File: src/rtl/fifo_arb_pkg.sv
// Shared types and constants for the FIFO write arbiter.
package fifo_arb_pkg;

    typedef enum logic {
        IDLE  = 1'b0,
        GRANT = 1'b1
    } arb_state_e;

    localparam int FIFO_DATA_W = 128;
    localparam int STAT_W      = 16;

    function automatic logic [STAT_W-1:0] sat_inc(input logic [STAT_W-1:0] v);
        return (v == '1) ? v : v + 1'b1;
    endfunction

endpackage

File: src/rtl/rr_picker.sv
// Combinational round-robin first-one finder: lowest set request at or after
// i_ptr, wrapping modulo NUM_REQ.
module rr_picker
    import fifo_arb_pkg::*;
#(
    parameter int NUM_REQ = 4
) (
    input  logic [NUM_REQ-1:0]         i_req,
    input  logic [$clog2(NUM_REQ)-1:0] i_ptr,
    output logic [$clog2(NUM_REQ)-1:0] o_winner,
    output logic                       o_any
);

    localparam int IDX_W = $clog2(NUM_REQ);

    logic [IDX_W-1:0] w_idx;

    always_comb begin
        o_any    = 1'b0;
        o_winner = '0;
        w_idx    = '0;
        for (int k = 0; k < NUM_REQ; k++) begin
            w_idx = IDX_W'((int'(i_ptr) + k) % NUM_REQ);
            if (!o_any && i_req[w_idx]) begin
                o_any    = 1'b1;
                o_winner = w_idx;
            end
        end
    end

endmodule

File: src/rtl/fifo_wr_arbiter.sv
// Round-robin arbiter sharing one FIFO write port among NUM_REQ producers.
// Optional per-producer grant counters: define FIFO_WR_ARB_STATS_EN.
module fifo_wr_arbiter
    import fifo_arb_pkg::*;
#(
    parameter int NUM_REQ   = 4,
    parameter int DATA_W    = FIFO_DATA_W,
    parameter int MAX_BURST = 4
) (
    input  logic                       clk,
    input  logic                       reset,
    input  logic [NUM_REQ-1:0]         req_valid,
    input  logic [NUM_REQ*DATA_W-1:0]  req_data,
    output logic [NUM_REQ-1:0]         req_ready,
    output logic                       fifo_wren,
    output logic [DATA_W-1:0]          fifo_wrdata,
    input  logic                       fifo_full,
    input  logic                       fifo_alm_full,
    output logic [$clog2(NUM_REQ)-1:0] grant_id,
    output logic                       busy
`ifdef FIFO_WR_ARB_STATS_EN
    ,
    output logic [NUM_REQ*STAT_W-1:0]  stat_grants
`endif
);

    localparam int GID_W = $clog2(NUM_REQ);
    localparam int CNT_W = $clog2(MAX_BURST + 1);
    localparam logic [CNT_W-1:0] LAST_BEAT = CNT_W'(MAX_BURST - 1);

    arb_state_e        r_state;
    arb_state_e        w_next_state;
    logic [GID_W-1:0]  r_grant_id;
    logic [GID_W-1:0]  r_rr_ptr;
    logic [CNT_W-1:0]  r_beat_cnt;
    logic              r_wren;
    logic [DATA_W-1:0] r_wrdata;

    logic              w_stall;
    logic              w_owner_vld;
    logic              w_xfer;
    logic              w_release;
    logic              w_pick_any;
    logic [GID_W-1:0]  w_pick_id;

    rr_picker #(.NUM_REQ(NUM_REQ)) u_picker (
        .i_req    (req_valid),
        .i_ptr    (r_rr_ptr),
        .o_winner (w_pick_id),
        .o_any    (w_pick_any)
    );

    assign w_stall     = fifo_full | fifo_alm_full;
    assign w_owner_vld = req_valid[r_grant_id];
    assign w_xfer      = (r_state == GRANT) & w_owner_vld & ~w_stall;
    // A stalled cycle never releases, even if the owner has dropped valid.
    assign w_release   = (r_state == GRANT) & ~w_stall &
                         (~w_owner_vld | (r_beat_cnt == LAST_BEAT));

    always_ff @(posedge clk or negedge reset) begin
        if (!reset) r_state <= IDLE;
        else        r_state <= w_next_state;
    end

    always_comb begin
        w_next_state = r_state;
        case (r_state)
            IDLE:    if (w_pick_any) w_next_state = GRANT;
            GRANT:   if (w_release)  w_next_state = IDLE;
            default: w_next_state = IDLE;
        endcase
    end

    always_comb begin
        busy      = (r_state == GRANT);
        req_ready = '0;
        if ((r_state == GRANT) && !w_stall) req_ready[r_grant_id] = 1'b1;
    end

    always_ff @(posedge clk or negedge reset) begin
        if (!reset) begin
            r_grant_id <= '0;
            r_beat_cnt <= '0;
            r_rr_ptr   <= '0;
        end else begin
            if ((r_state == IDLE) && w_pick_any) begin
                r_grant_id <= w_pick_id;
                r_beat_cnt <= '0;
            end else if (w_xfer) begin
                r_beat_cnt <= r_beat_cnt + 1'b1;
            end
            if (w_release)
                r_rr_ptr <= (r_grant_id == GID_W'(NUM_REQ - 1)) ? '0 : r_grant_id + 1'b1;
        end
    end

    // Write strobe and data are registered: a transfer shows up one cycle later.
    always_ff @(posedge clk or negedge reset) begin
        if (!reset) begin
            r_wren   <= 1'b0;
            r_wrdata <= '0;
        end else begin
            r_wren <= w_xfer;
            if (w_xfer) r_wrdata <= req_data[int'(r_grant_id)*DATA_W +: DATA_W];
        end
    end

    assign fifo_wren   = r_wren;
    assign fifo_wrdata = r_wrdata;
    assign grant_id    = r_grant_id;

`ifdef FIFO_WR_ARB_STATS_EN
    logic [STAT_W-1:0] r_stat [NUM_REQ];

    always_ff @(posedge clk or negedge reset) begin
        if (!reset) begin
            for (int i = 0; i < NUM_REQ; i++) r_stat[i] <= '0;
        end else if ((r_state == IDLE) && w_pick_any) begin
            r_stat[w_pick_id] <= sat_inc(r_stat[w_pick_id]);
        end
    end

    for (genvar g = 0; g < NUM_REQ; g++) begin : g_stat
        assign stat_grants[g*STAT_W +: STAT_W] = r_stat[g];
    end
`endif

endmodule

File: config.mk
export PLATFORM = sky130hd
export DESIGN_NAME = fifo_wr_arbiter
export DESIGN_NICKNAME = d
export VERILOG_FILES = /design/src/rtl/fifo_arb_pkg.sv /design/src/rtl/rr_picker.sv /design/src/rtl/fifo_wr_arbiter.sv
export SDC_FILE = /design/constraint.sdc
export NUM_CORES = 1
export LEC_CHECK = 0
export BUFFER_PORTS_ARGS = -buffer_cell sky130_fd_sc_hd__buf_2
export CELL_PAD_IN_SITES_DETAIL_PLACEMENT = 1
export CELL_PAD_IN_SITES_GLOBAL_PLACEMENT = 2
export CORE_AREA = 10 10 246 248
export DETAILED_ROUTE_END_ITERATION = 8
export DIE_AREA = 0 0 256 258
export GPL_ROUTABILITY_DRIVEN = 0
export PLACE_DENSITY_LB_ADDON = 0.1
export SYNTH_ARGS = -nofsm -noshare
export SYNTH_HDL_FRONTEND = slang
export SYNTH_SLANG_ARGS = --single-unit
File: constraint.sdc
create_clock -name clk -period 4.08 [get_ports clk]
set_input_delay 0.408 -clock clk [delete_from_list [all_inputs] [get_ports clk]]
set_output_delay 0.408 -clock clk [all_outputs]
set_load 0.005 [all_outputs]
# After elaboration in Yosys (flattened, before gate mapping)
# Cells that the tools add are included.
[totals]
register_bits = 137
in_bits = 520
out_inout_bits = 136
elab_cells = 67
[classes]
n_addsub = 5
order_cmp = 6
eq_ne = 2
shift = 1
muxes = 27
bitwise = 9
reduce_logical = 11
[op_table]
columns = ["cell", "count"]
rows = [
  ["indexed part select 512 x 10 -> 128 bit", 1],
  ["less-than comparator 2 x 3 -> 1 bit, second input constant", 5],
  ["2-to-1 mux 1 bit", 12],
  ["binary-select mux 1 bit (select 2 bit)", 5],
  ["2-to-1 mux 2 bit", 5],
  ["logical AND 1 bit", 6],
  ["2-to-1 mux 3 bit", 2],
  ["adder 2 x 1 -> 2 bit, second input constant", 2],
  ["adder 2 bit, second input constant", 2],
  ["bitwise AND 1 bit", 4],
  ["logical NOT 1 bit", 4],
  ["2-to-1 mux 4 bit", 1],
  ["adder 3 x 1 -> 3 bit, second input constant", 1],
  ["equality test 3 x 2 -> 1 bit, second input constant", 1],
  ["NOT 1 bit", 3],
  ["demux 1 bit (select 2 bit)", 1],
  ["equality test 2 bit, second input constant", 1],
  ["greater-or-equal comparator 2 x 1 -> 1 bit, second input constant", 1],
  ["OR 1 bit", 2],
  ["case mux 1 bit (2 select lines)", 1],
  ["nonzero test 2 bit", 1],
]

# Longest topological paths before layout
[depth]
word_depth = 14
ltp_mapped = 7
ltp_nobuf = 6

# Modules after synthesis
# Synthesis repeated with hierarchy kept, for this count alone.
[unflattened]
cells_unflattened = 489
area_unflattened_um2 = 8408.1
[modules_own_cells]
columns = ["module", "instances", "cells_per_inst", "area_per_inst_um2", "seq_area_each_um2"]
rows = [
  ["fifo_wr_arbiter", 1, 474, 8330.5, 3428.3],
  ["rr_picker", 1, 15, 77.6, 0.0],
]

# Worst setup path after synthesis
# OpenSTA, ideal clock, no wires.
[synth_path]
kind = "register to register"
from = "register r_grant_id[0] (netlist: grant_id[0])"
to = "register r_wrdata[0] (netlist: fifo_wrdata[0])"
setup_time_ns = 0.125
arrival_ns = 1.910
required_time_ns = 3.955
setup_slack_ns = 2.045
path_stages_with_launch = 6
n_path_buf = 3
synth_period_minus_slack_ns = 2.035
cell_sequence = "dfrtp_1 -> buf_2 -> clkbuf_1 -> buf_2 -> mux4_2 -> mux2_4"
[synth_between]
elab_chain_cells = 4
elab_cells_between_ends = 5
classes_between = "shift: 1; mux: 2; bitwise: 2"
[synth_rtl]
columns = ["item", "line", "text"]
rows = [
  ["start: declaration", "fifo_wr_arbiter.sv:33", "logic [GID_W-1:0] r_grant_id;"],
  ["start signal: assignment", "fifo_wr_arbiter.sv:87", "r_grant_id <= w_pick_id;"],
  ["branches (longest 4 deep; another with indexed part select 512 x 10 -> 128 bit)", "-", ""],
  ["end signal: assignment", "fifo_wr_arbiter.sv:104", "if (w_xfer) r_wrdata <= req_data[int'(r_grant_id)*DATA_W +: DATA_W];"],
  ["end: declaration", "fifo_wr_arbiter.sv:37", "logic [DATA_W-1:0] r_wrdata;"],
]
# Parallel ways; which one is timed is not known. The select of a mux whose other input is x is not followed.
# A chain may end at the register's enable or synchronous reset.

# Worst setup path in the final report
[layout_path]
from = "register r_grant_id[1] (netlist: grant_id[1])"
to = "output port req_ready[1]"
[layout_between]
elab_chain_cells = 5
elab_cells_between_ends = 6
classes_between = "order compare: 2; mux: 3; reduce/logical: 1"
[layout_rtl]
columns = ["item", "line", "text"]
rows = [
  ["less-than comparator 2 x 3 -> 1 bit (not written as such) or greater-or-equal comparator 2 x 1 -> 1 bit (tied branches)", "fifo_wr_arbiter.sv:77", "if ((r_state == GRANT) && !w_stall) req_ready[r_grant_id] = 1'b1;"],
  ["logical AND 1 bit (not written as such)", "fifo_wr_arbiter.sv:77", ""],
  ["2-to-1 mux 1 bit (not written as such)", "fifo_wr_arbiter.sv:77", ""],
  ["demux 1 bit (select 2 bit) *", "fifo_wr_arbiter.sv:77", ""],
  ["2-to-1 mux 4 bit *", "fifo_wr_arbiter.sv:77", ""],
  ["end: declaration", "fifo_wr_arbiter.sv:14", "output logic [NUM_REQ-1:0] req_ready,"],
]
# Every way passes the cells marked *; elsewhere a longest branch is shown, timed or not.

==> summary.txt <==
Outcome
  • Status: completed

Synth
  • Synth unique cells: 30
  • Yosys reg bits: 137
  • Average size of a mapped cell: 17.9 sq um
  • Area of the mapped netlist: 8760 sq um
  • Register area share after synthesis: 0.392
  • Primary FF master, synth: dfrtp_1
  • Gate Count Post-Synth: 490
  • Post-synth ARST share: 1.00
  • Ys Warns: 0
  • Post-synth EDFFs: 0
  • Syn nets: 1,016

Worst setup path
  • Crit path buf inv count: 3
  • CP max FO: 56
  • Crit. path cell count: 5
  • Crit path largest cell delay: 700 ps
  • Cell Chain, Critical Path: buf_4 > inv_1 > ha_1 > and2_1 > buf_2
  • Reg-to-Reg End: fifo_wrdata[97]$_DFFE_PN0P_
  • R2r setup slk: 1510 ps
  • CP arrival: 2470 ps
  • Reg2reg start: busy$_DFF_PN0_
  • CP top delay family: buffers and inverters
  • Crit path kind: flop to output pin
  • Critical Path End Type: output pin
  • Worst setup path start: grant_id[1]$_DFFE_PN0P_
  • Slowest cell on crit path: buf_4
  • CP Launch Type: flop
  • Worst reg-to-reg path cell count: 5
  • CP required: 3670 ps
  • Capture point of the worst path: req_ready[1]

Route
  • Via count: 7,410
  • Drt via density: 3.90
  • Initial DRC count: 237
  • Total Wirelength: 46.4 mm
  • Wire per inst: 24.4 um
  • DRT antenna net count: 0
  • DRC: 0
  • First-pass iteration count of the detailed router: 4

Timing
  • Minimum clock period: 2880 ps
  • Setup TNS: 0 ps
  • Worst Tran Pin Value: 855 ps
  • Final hold viol count: 0
  • Setup Viol. Count Final: 0
  • Setup Skew: 11.3 ps
  • Worst setup margin: 1200 ps
  • Fmax: 0.348 GHz
  • Final hold slack: 371 ps
  • RSZ-0062 raised after global routing: no
  • Slew Limit Fails: 0
  • Final Cycle Share: 0.705
  • Max_slew headroom: 0.430

Floorplan
  • Core area: 55,700 sq um
  • Site Rows: 87
  • Chip Height: 258 um
  • Die ar.: 66,000 sq um
  • I/O pin total: 656
  • Die X: 256 um
  • Initial Utilization: 0.157

Min path
  • HP Class: input port to flop

Power
  • Lkg Pwr: 6.32 nW
  • PwrDens: 660 nW/um^2
  • Max IR drop VDD: 520 uV

Clocking
  • Clk root buf: clkbuf_16
  • Max Buffers Root-to-Sink: 2
  • Clk_lat worst skew: 450 ps
  • CTS tree: done
  • TritonCTS buffer count: 17
  • Clk sinks: 137
  • Clk slew on worst S/H paths: 70 ps
  • Htree depth: 4

Layout
  • Layout area overhead: 54.3%
  • Fin nets: 1,654
  • Layout cells sized above 1: 0.840
  • Filler cell count: 6,348
  • Design area: 13,500 sq um

Placement
  • Pre-CTS setup slack: 1330 ps
  • DP HPWL: 39.0 mm
  • Post-Place Cell Area: 12,800 sq um
  • IO Port Bufs: 655

Global routing
  • First-pass GRT wire length: 65.9 mm
  • Remaining Overflow, GRT: 0
  • Initial antenna violation count: 9
  • Vias in the first global route: 8,757
  • Largest net degree at the start of global routing: 99
  • GRT Total Usage: 0.137

Job
  • Max cap viols: 0
## what timing repair did
| item | CTS | global route |
|---|---|---|
| endpoints found under the hold margin | 6 | 0 |
| hold buffers | 1 | 0 |
| resized for setup | 0 | 0 |
| setup buffers | 0 | 0 |
## cell families after synthesis
logic type / count (synthesis) / share of synthesized area
mux: 259 / 0.542
fa+ha+maj: 6 / 0.00857
compound gates: 13 / 0.00972
simple gates: 23 / 0.0146
buf+inv: 52 / 0.0339
flops: 137 / 0.392
## cells in the mapped netlist (all sizes together), types with 2 or more instances
| cell type | instances | area share |
|---|---|---|
| dfrtp | 137 | 0.39 |
| o21ai | 4 | 0.0023 |
| ha | 6 | 0.0086 |
| nand3 | 3 | 0.0017 |
| nor2 | 2 | 0.00086 |
| mux2 | 129 | 0.21 |
| nor2b | 3 | 0.0021 |
| buf | 26 | 0.023 |
| and2 | 4 | 0.0029 |
| mux4 | 129 | 0.33 |
| inv | 7 | 0.0030 |
| nand3b | 2 | 0.0017 |
| nand2 | 5 | 0.0024 |
| a21oi | 3 | 0.0017 |
| clkbuf | 19 | 0.0081 |
## worst min-delay path: stages
cell     delay, ps
buf_2          150
nor4_1          70
a21oi_1        140
## worst min-delay path by stage
stage	from	endpoint	slack, ps	cells after the start
finish	req_valid[3]	busy$_DFF_PN0_	370	3
global route	req_valid[3]	busy$_DFF_PN0_	340	3
CTS	req_valid[3]	busy$_DFF_PN0_	310	3
detailed placement	fifo_wrdata[98]$_DFFE_PN0P_	fifo_wrdata[98]$_DFFE_PN0P_	490	1
global placement	fifo_wrdata[58]$_DFFE_PN0P_	fifo_wrdata[58]$_DFFE_PN0P_	490	1
floorplan	reset	busy$_DFF_PN0_	110	0
## power by group
group / switching [W] / internal, W
registers: 0.000432 / 0.00206
logic: 0.00199 / 0.00270
clock network: 0.000666 / 0.00108
## area by class of cell
class / count / area, sq um / area share
Clock buffer: 20 / 467 / 0.0345
Antenna cell: 4 / 10.0 / 0.000741
Inverter: 7 / 33.8 / 0.00250
Clock inverter: 12 / 186 / 0.0138
Tap cell: 756 / 946 / 0.0700
Timing Repair Buffer: 664 / 3400 / 0.252
Multi-Input combinational cell: 301 / 5030 / 0.372
Sequential cell: 137 / 3440 / 0.254
## metrics by stage
stage | util | std cells | power [W]
final | 0.242 | 1901 | 0.00892
after global routing | 0.242 | 1899 | 0.00957
after CTS | 0.242 | 1897 | 0.00924
after detailed placement | 0.230 | 1864 | 0.00741
after global placement | 0.230 | 1864 | 0.00743
after floorplan | - | 490 | 0.00539
## placed cells by master (no fill, tap or decap), types with 6 or more instances in the layout
master	count
buf_2	654
clkbuf_16	17
dfrtp_1	135
ha_1	6
inv_1	6
mux2_2	29
mux2_4	100
mux4_2	129
## per-layer routing
metal	track usage	vias to the layer above	share of wire
met5	0	-	0.0012
met4	0.0352	8	0.013
met3	0.0455	32	0.062
met2	0.261	275	0.56
met1	0.142	3818	0.36
li1	-	3277	-
## sequential cells by signal, summed over array words and instances (netlist names)
name,flops
busy,1
r_beat_cnt,3
fifo_wrdata,128
fifo_wren,1
r_rr_ptr,2
grant_id,2
Note: power is estimated with default switching activity, not from simulation.
